## src/rtl/rx_packet_parser_pkg.sv

```systemverilog
// Shared framing definitions for the UART packet receive parser and transmit framer.
// Latency: n/a (constants and types only).
// Backpressure: n/a.
//
// Contents:
//   FRAME_START      - byte value that opens every frame
//   err_code_e       - cause reported on ERR_CODE after an abandoned frame
//   parser_state_e   - receive parser FSM encodings
package rx_packet_parser_pkg;

    localparam logic [7:0] FRAME_START = 8'hFF;

    typedef enum logic [1:0] {
        ERR_NONE    = 2'd0,
        ERR_LEN     = 2'd1,
        ERR_TIMEOUT = 2'd2
    } err_code_e;

    typedef enum logic [1:0] {
        ST_IDLE     = 2'd0,
        ST_GET_CMD  = 2'd1,
        ST_GET_LEN  = 2'd2,
        ST_GET_DATA = 2'd3
    } parser_state_e;

endpackage

```

## src/rtl/rx_gap_timer.sv

```systemverilog
// Inter-byte gap timer: flags when a partial frame has sat idle for TIMEOUT_CYCLES cycles.
// Latency: expired is combinational from the count register; it asserts in the
// TIMEOUT_CYCLES-th enabled cycle after the last clear. Backpressure: none.
//
// Ports:
//   clk_i    - clock (rising edge)
//   rst_i    - asynchronous active-high reset
//   clear    - zero the count (has priority over enable)
//   enable   - count this cycle
//   expired  - the count reaches TIMEOUT_CYCLES at the coming edge
module rx_gap_timer #(
    parameter int TIMEOUT_CYCLES = 50000
) (
    input  logic clk_i,
    input  logic rst_i,
    input  logic clear,
    input  logic enable,
    output logic expired
);

    localparam int CNT_W = $clog2(TIMEOUT_CYCLES + 1);
    localparam logic [CNT_W-1:0] LAST_CNT = CNT_W'(TIMEOUT_CYCLES - 1);

    logic [CNT_W-1:0] count_q;
    logic [CNT_W-1:0] count_d;

    // count_q holds the number of idle cycles already completed, so the cycle
    // in which it equals TIMEOUT_CYCLES-1 is the final idle cycle of the gap.
    assign expired = enable && !clear && (count_q == LAST_CNT);

    always_comb begin
        count_d = count_q;
        if (clear) begin
            count_d = '0;
        end else if (enable && !expired) begin
            count_d = count_q + CNT_W'(1);
        end
    end

    always_ff @(posedge clk_i or posedge rst_i) begin
        if (rst_i) begin
            count_q <= '0;
        end else begin
            count_q <= count_d;
        end
    end

endmodule

```

## src/rtl/rx_packet_parser.sv

```systemverilog
// Parses 0xFF / CMD / LEN / DATA[LEN] frames from a UART byte stream.
// Latency: PKT_VALID / PKT_ERR pulse one cycle after the deciding RX_RECV cycle
// (timeout: the cycle after TIMEOUT_CYCLES idle cycles). Backpressure: none; every strobe is consumed.
//
// Ports:
//   CLOCK_50  - sole clock          RESET    - asynchronous active-high reset
//   RX_DATA   - received byte       RX_RECV  - one-cycle strobe per byte
//   PKT_CMD / PKT_LEN / PKT_DATA    - last good frame (held until the next one)
//   PKT_VALID - good-frame pulse    PKT_ERR  - abandoned-frame pulse
//   ERR_CODE  - cause of the last PKT_ERR (0 none, 1 length, 2 timeout)
module rx_packet_parser
    import rx_packet_parser_pkg::*;
#(
    parameter int MAX_LEN        = 4,
    parameter int TIMEOUT_CYCLES = 50000
) (
    input  logic                 CLOCK_50,
    input  logic                 RESET,
    input  logic [7:0]           RX_DATA,
    input  logic                 RX_RECV,
    output logic [7:0]           PKT_CMD,
    output logic [7:0]           PKT_LEN,
    output logic [8*MAX_LEN-1:0] PKT_DATA,
    output logic                 PKT_VALID,
    output logic                 PKT_ERR,
    output logic [1:0]           ERR_CODE
);

    localparam int IDX_W = (MAX_LEN > 1) ? $clog2(MAX_LEN) : 1;
    localparam logic [8:0] MAX_LEN_W = 9'(MAX_LEN);

    parser_state_e        state_q, state_d;
    logic [7:0]           cmd_q, cmd_d;
    logic [7:0]           len_q, len_d;
    logic [IDX_W-1:0]     idx_q, idx_d;
    logic [8*MAX_LEN-1:0] stage_q, stage_d;

    logic [7:0]           pkt_cmd_q, pkt_cmd_d;
    logic [7:0]           pkt_len_q, pkt_len_d;
    logic [8*MAX_LEN-1:0] pkt_data_q, pkt_data_d;
    logic                 pkt_valid_q, pkt_valid_d;
    logic                 pkt_err_q, pkt_err_d;
    logic [1:0]           err_code_q, err_code_d;

    logic                 gap_clear;
    logic                 gap_enable;
    logic                 gap_expired;
    logic [8*MAX_LEN-1:0] stage_wr;
    logic                 last_byte;

    // A byte strobe always restarts the gap, which is also how a byte landing
    // in the expiry cycle wins over the timeout.
    assign gap_clear  = RX_RECV || (state_q == ST_IDLE);
    assign gap_enable = (state_q != ST_IDLE);

    rx_gap_timer #(
        .TIMEOUT_CYCLES(TIMEOUT_CYCLES)
    ) u_gap_timer (
        .clk_i   (CLOCK_50),
        .rst_i   (RESET),
        .clear   (gap_clear),
        .enable  (gap_enable),
        .expired (gap_expired)
    );

    // Staging buffer with the incoming byte merged at the current index, so the
    // final byte can be copied to PKT_DATA in the same edge it is stored.
    always_comb begin
        stage_wr = stage_q;
        for (int b = 0; b < MAX_LEN; b++) begin
            if (idx_q == IDX_W'(b)) begin
                stage_wr[b*8 +: 8] = RX_DATA;
            end
        end
    end

    assign last_byte = ((8'(idx_q) + 8'd1) == len_q);

    always_comb begin
        state_d     = state_q;
        cmd_d       = cmd_q;
        len_d       = len_q;
        idx_d       = idx_q;
        stage_d     = stage_q;
        pkt_cmd_d   = pkt_cmd_q;
        pkt_len_d   = pkt_len_q;
        pkt_data_d  = pkt_data_q;
        pkt_valid_d = 1'b0;
        pkt_err_d   = 1'b0;
        err_code_d  = err_code_q;

        case (state_q)
            ST_IDLE: begin
                if (RX_RECV && (RX_DATA == FRAME_START)) begin
                    state_d = ST_GET_CMD;
                end
            end

            ST_GET_CMD: begin
                if (RX_RECV) begin
                    cmd_d   = RX_DATA;
                    state_d = ST_GET_LEN;
                end
            end

            ST_GET_LEN: begin
                if (RX_RECV) begin
                    if (RX_DATA == 8'd0) begin
                        pkt_cmd_d   = cmd_q;
                        pkt_len_d   = 8'd0;
                        pkt_data_d  = '0;
                        pkt_valid_d = 1'b1;
                        state_d     = ST_IDLE;
                    end else if ({1'b0, RX_DATA} > MAX_LEN_W) begin
                        pkt_err_d  = 1'b1;
                        err_code_d = ERR_LEN;
                        state_d    = ST_IDLE;
                    end else begin
                        len_d   = RX_DATA;
                        idx_d   = '0;
                        stage_d = '0;
                        state_d = ST_GET_DATA;
                    end
                end
            end

            ST_GET_DATA: begin
                if (RX_RECV) begin
                    stage_d = stage_wr;
                    if (last_byte) begin
                        pkt_cmd_d   = cmd_q;
                        pkt_len_d   = len_q;
                        pkt_data_d  = stage_wr;
                        pkt_valid_d = 1'b1;
                        state_d     = ST_IDLE;
                    end else begin
                        // LEN <= MAX_LEN, so this never steps past MAX_LEN-1.
                        idx_d = idx_q + IDX_W'(1);
                    end
                end
            end

            default: begin
                state_d = ST_IDLE;
            end
        endcase

        // gap_expired already implies no strobe and a non-IDLE state.
        if (gap_expired) begin
            pkt_err_d  = 1'b1;
            err_code_d = ERR_TIMEOUT;
            state_d    = ST_IDLE;
        end
    end

    always_ff @(posedge CLOCK_50 or posedge RESET) begin
        if (RESET) begin
            state_q     <= ST_IDLE;
            cmd_q       <= '0;
            len_q       <= '0;
            idx_q       <= '0;
            stage_q     <= '0;
            pkt_cmd_q   <= '0;
            pkt_len_q   <= '0;
            pkt_data_q  <= '0;
            pkt_valid_q <= 1'b0;
            pkt_err_q   <= 1'b0;
            err_code_q  <= ERR_NONE;
        end else begin
            state_q     <= state_d;
            cmd_q       <= cmd_d;
            len_q       <= len_d;
            idx_q       <= idx_d;
            stage_q     <= stage_d;
            pkt_cmd_q   <= pkt_cmd_d;
            pkt_len_q   <= pkt_len_d;
            pkt_data_q  <= pkt_data_d;
            pkt_valid_q <= pkt_valid_d;
            pkt_err_q   <= pkt_err_d;
            err_code_q  <= err_code_d;
        end
    end

    assign PKT_CMD   = pkt_cmd_q;
    assign PKT_LEN   = pkt_len_q;
    assign PKT_DATA  = pkt_data_q;
    assign PKT_VALID = pkt_valid_q;
    assign PKT_ERR   = pkt_err_q;
    assign ERR_CODE  = err_code_q;

endmodule

```

## config.mk

```make
export PLATFORM = sky130hd
export DESIGN_NAME = rx_packet_parser
export DESIGN_NICKNAME = d
export VERILOG_FILES = /design/src/rtl/rx_packet_parser_pkg.sv /design/src/rtl/rx_gap_timer.sv /design/src/rtl/rx_packet_parser.sv
export SDC_FILE = /design/constraint.sdc
export NUM_CORES = 1
export LEC_CHECK = 0
export CAP_MARGIN = 20
export CORE_MARGIN = 2
export CORE_UTILIZATION = 50
export DETAILED_ROUTE_END_ITERATION = 8
export GPL_ROUTABILITY_DRIVEN = 0
export HOLD_SLACK_MARGIN = 0.15
export MAX_ROUTING_LAYER = met4
export PLACE_DENSITY = 0.85
export SETUP_SLACK_MARGIN = 0.2
export SKIP_LAST_GASP = 1
export SYNTH_ARGS = -nofsm -noshare
export SYNTH_HDL_FRONTEND = slang
export SYNTH_SLANG_ARGS = --single-unit
```

## constraint.sdc

```tcl
create_clock -name CLOCK_50 -period 4.85 [get_ports CLOCK_50]
set_clock_uncertainty 0.1 [all_clocks]
set_input_delay 0.97 -clock CLOCK_50 [delete_from_list [all_inputs] [get_ports CLOCK_50]]
set_output_delay 0.97 -clock CLOCK_50 [all_outputs]
set_load 0.005 [all_outputs]
```

==> summary.txt <==
Post-DP Area = 6090 sq um
initial antenna violation count = 0
post_cts resized = 0
syn_nets = 463
EDFF count, synth = 0
Die Y = 108 microns
PortBufs = 62
Final Slew Violations = 0
final net count = 519
synthesized area per cell = 12.1 sq um
final number of setup-violating endpoints = 0
max_slew headroom = 0.340
worst ir drop on vdd = 0.265 mV
sequential area share after synthesis = 0.557
Reg clk slew, reported paths = 0.06 ns
total global-route track usage = 0.226
global route total overflow = 0
slowest cell on the critical path = clkdlybuf4s50_1
cts hold-fix bufs = 0
total CTS buffers = 17
Area Growth Syn to Fin = 24.5%
max cap viols = 0
Pre-antenna DRT Iters = 5
final cell count without fillers = 650
Primary FF master, synth = dfrtp_1
CTS tree = yes
fin worst setup slack = 1.59 ns
outcome = finished, final reports clean
final wirelength = 11800 microns
H-Tree Depth = 4
post-route DRC violation count = 0
Root Driver = clkbuf_8
critical path capture point type = register
static leakage = 0.00308 uW
Max Freq = 0.307 GHz
Synth warnings = 0
Final Hold Vio Count = 0
first-pass GRT wire length = 19800 microns
crit path cell chain = clkdlybuf4s50_1, or3_1, nor4_1, a41oi_4, buf_4, mux2_1
final worst-path cycle share = 0.672
RSZ-0062 raised after global routing = false
largest net degree at the start of global routing = 76
synthesized cell area = 5390 sq um
P per Cell Area = 348 nW/um^2
Core ar. = 10400 sq um
WP data arrival = 3.56 ns
setup_tns = 0 ns
worst skew pair latency = 0.51 ns
Critical Path RT = 5.15 ns
Netlist cell types = 42
Synth area leader = dfrtp_1
Diodes inserted = 0
vias per inst = 5.69
vias in the first global route = 3973
I/O Pins = 63
clock buffer depth = 2
post-layout min period = 3.26 ns
CTS Sinks = 120
setup slack at placement = 1.10 ns
Post-CTS Setup Bufs = 0
Synth Instances = 447
die area = 11600 sq um
Buf/Inv on CP = 2
crit path max fanout = 40
Placed Cells = 619
via count = 3699
worst-margin pin slew = 0.982 ns
CP delay by family, top = buffers and inverters
layout cell share with drive strength beyond 1 = 0.177
Die W = 108 microns
initial core utilization = 0.518
post-route ant nets = 0
Yosys top cell area share = 0.557
top post-synthesis cells by area = dfrtp_1 (56%), mux2_2 (8.4%), mux2i_1 (6.1%), a22o_1 (5.8%), nor2_1 (3.6%)
kind of critical path = input port to register
Final Instance Area = 6710 sq um
FP Rows = 37
Iter 0 DRT Violations = 244
HPWL after DPL = 7390 microns
slowest cell delay on critical path = 0.68 ns
startpoint types = input port
Yosys reg bits = 120
wire length per cell = 18.1 microns
worst min path class = register to register
asr flop ratio synth = 1.00
cell usage in the layout (no fill, tap or decap), types with 5 or more instances in the layout:
master,netlist,routed
a21oi_1,6,6
a22o_1,36,36
and2_1,11,11
and3_1,6,6
buf_4,0,5
clkbuf_16,0,16
clkbuf_8,0,5
clkdlybuf4s50_1,0,62
dfrtp_1,120,120
ha_1,5,5
inv_1,8,7
mux2_2,40,40
mux2_4,11,11
mux2i_1,33,33
nand2_1,13,13
nand3_1,8,8
nand4_1,8,8
nor2_1,51,51
nor3_1,8,8
o21ai_0,7,7
o21ai_1,5,5
xnor2_1,5,5
xor2_1,8,8
through the flow:
| stage | hold slack, ns | util | total power, uW |
|---|---|---|---|
| 3_5_place_dp | 0.372 | 0.585 | 1100 |
| 3_3_place_gp | 0.366 | 0.585 | 1100 |
| 5_1_grt | 0.399 | 0.644 | 2410 |
| 6_report | 0.380 | 0.644 | 2340 |
| 4_1_cts | 0.389 | 0.642 | 2350 |
| 2_1_floorplan | 0.352 | - | 1070 |
layout make-up:
cell class	count	area [sq um]
well taps	136	170
multi-input cells	288	2230
repair buffers	68	686
fillers	774	3710
inverters	8	32.5
clock buffers	22	473
flip-flops and latches	120	3000
clock inverters	8	120
synthesized netlist by cell type, drive strengths merged, types with 2 or more instances:
| library cell | instances |
|---|---|
| nand3 | 8 |
| mux2i | 33 |
| nor3b | 2 |
| inv | 8 |
| dfrtp | 120 |
| nand4 | 8 |
| nand2 | 13 |
| xnor2 | 5 |
| xor2 | 8 |
| buf | 9 |
| ha | 5 |
| nor2 | 52 |
| or4 | 2 |
| clkbuf | 22 |
| a22o | 36 |
| and3 | 6 |
| a21oi | 6 |
| or3 | 4 |
| nor2b | 4 |
| mux2 | 52 |
| nor3 | 9 |
| and2 | 11 |
| o21ai | 12 |
power by group:
| group | internal (uW) | switching (uW) | leakage, uW |
|---|---|---|---|
| Clock | 828 | 426 | 0.000289 |
| Sequential | 1010 | 4.74 | 0.00167 |
| Combinational | 24.7 | 43.8 | 0.00112 |
registers in the layout, indices dropped and copies added (netlist names):
name	flops
stage_q	32
PKT_VALID	1
ERR_CODE	2
PKT_DATA	32
PKT_CMD	8
PKT_ERR	1
u_gap_timer.count_q	16
PKT_LEN	8
state_q	2
len_q	8
idx_q	2
cmd_q	8
metal layers:
layer  up-vias  global-route usage  part of all wire
met1      1869               0.282              0.43
met3        19              0.0515             0.050
li1       1690                   -                 -
met5         -                   -                 0
met4         0              0.0797             0.016
met2       121               0.365              0.50
worst reg2reg max path, stage by stage, from the launching register on:
cell and delay, ns:
dfrtp_1 0.41, ha_1 0.58, xor2_1 0.21, nor3_1 0.12, a41oi_4 0.42, buf_4 0.56, mux2_2 0.42
kinds of logic after synthesis:
family,after synthesis,share of synthesized area
AND/OR/NAND/NOR,124,0.114
adder cells (fa/ha/maj),5,0.0116
buffers and inverters,39,0.0323
flip-flops,120,0.557
XOR/XNOR,13,0.0211
AO/OA/AOI/OAI,61,0.0868
multiplexers,85,0.178
final timing paths:
| path | start | to | slack, ns | cells past startpoint |
|---|---|---|---|---|
| max | RX_DATA[0] | PKT_DATA[23] | 1.59 | 6 |
| min | PKT_LEN[5] | PKT_LEN[5] | 0.38 | 1 |
| max reg2reg | idx_q[0] | PKT_DATA[13] | 1.91 | 6 |
| min reg2reg | PKT_LEN[5] | PKT_LEN[5] | 0.38 | 1 |
| max in group asynchronous | RESET | len_q[6] | 2.87 | 3 |
| min in group asynchronous | RESET | stage_q[6] | 0.90 | 2 |
(Power assumes the default switching activity.)
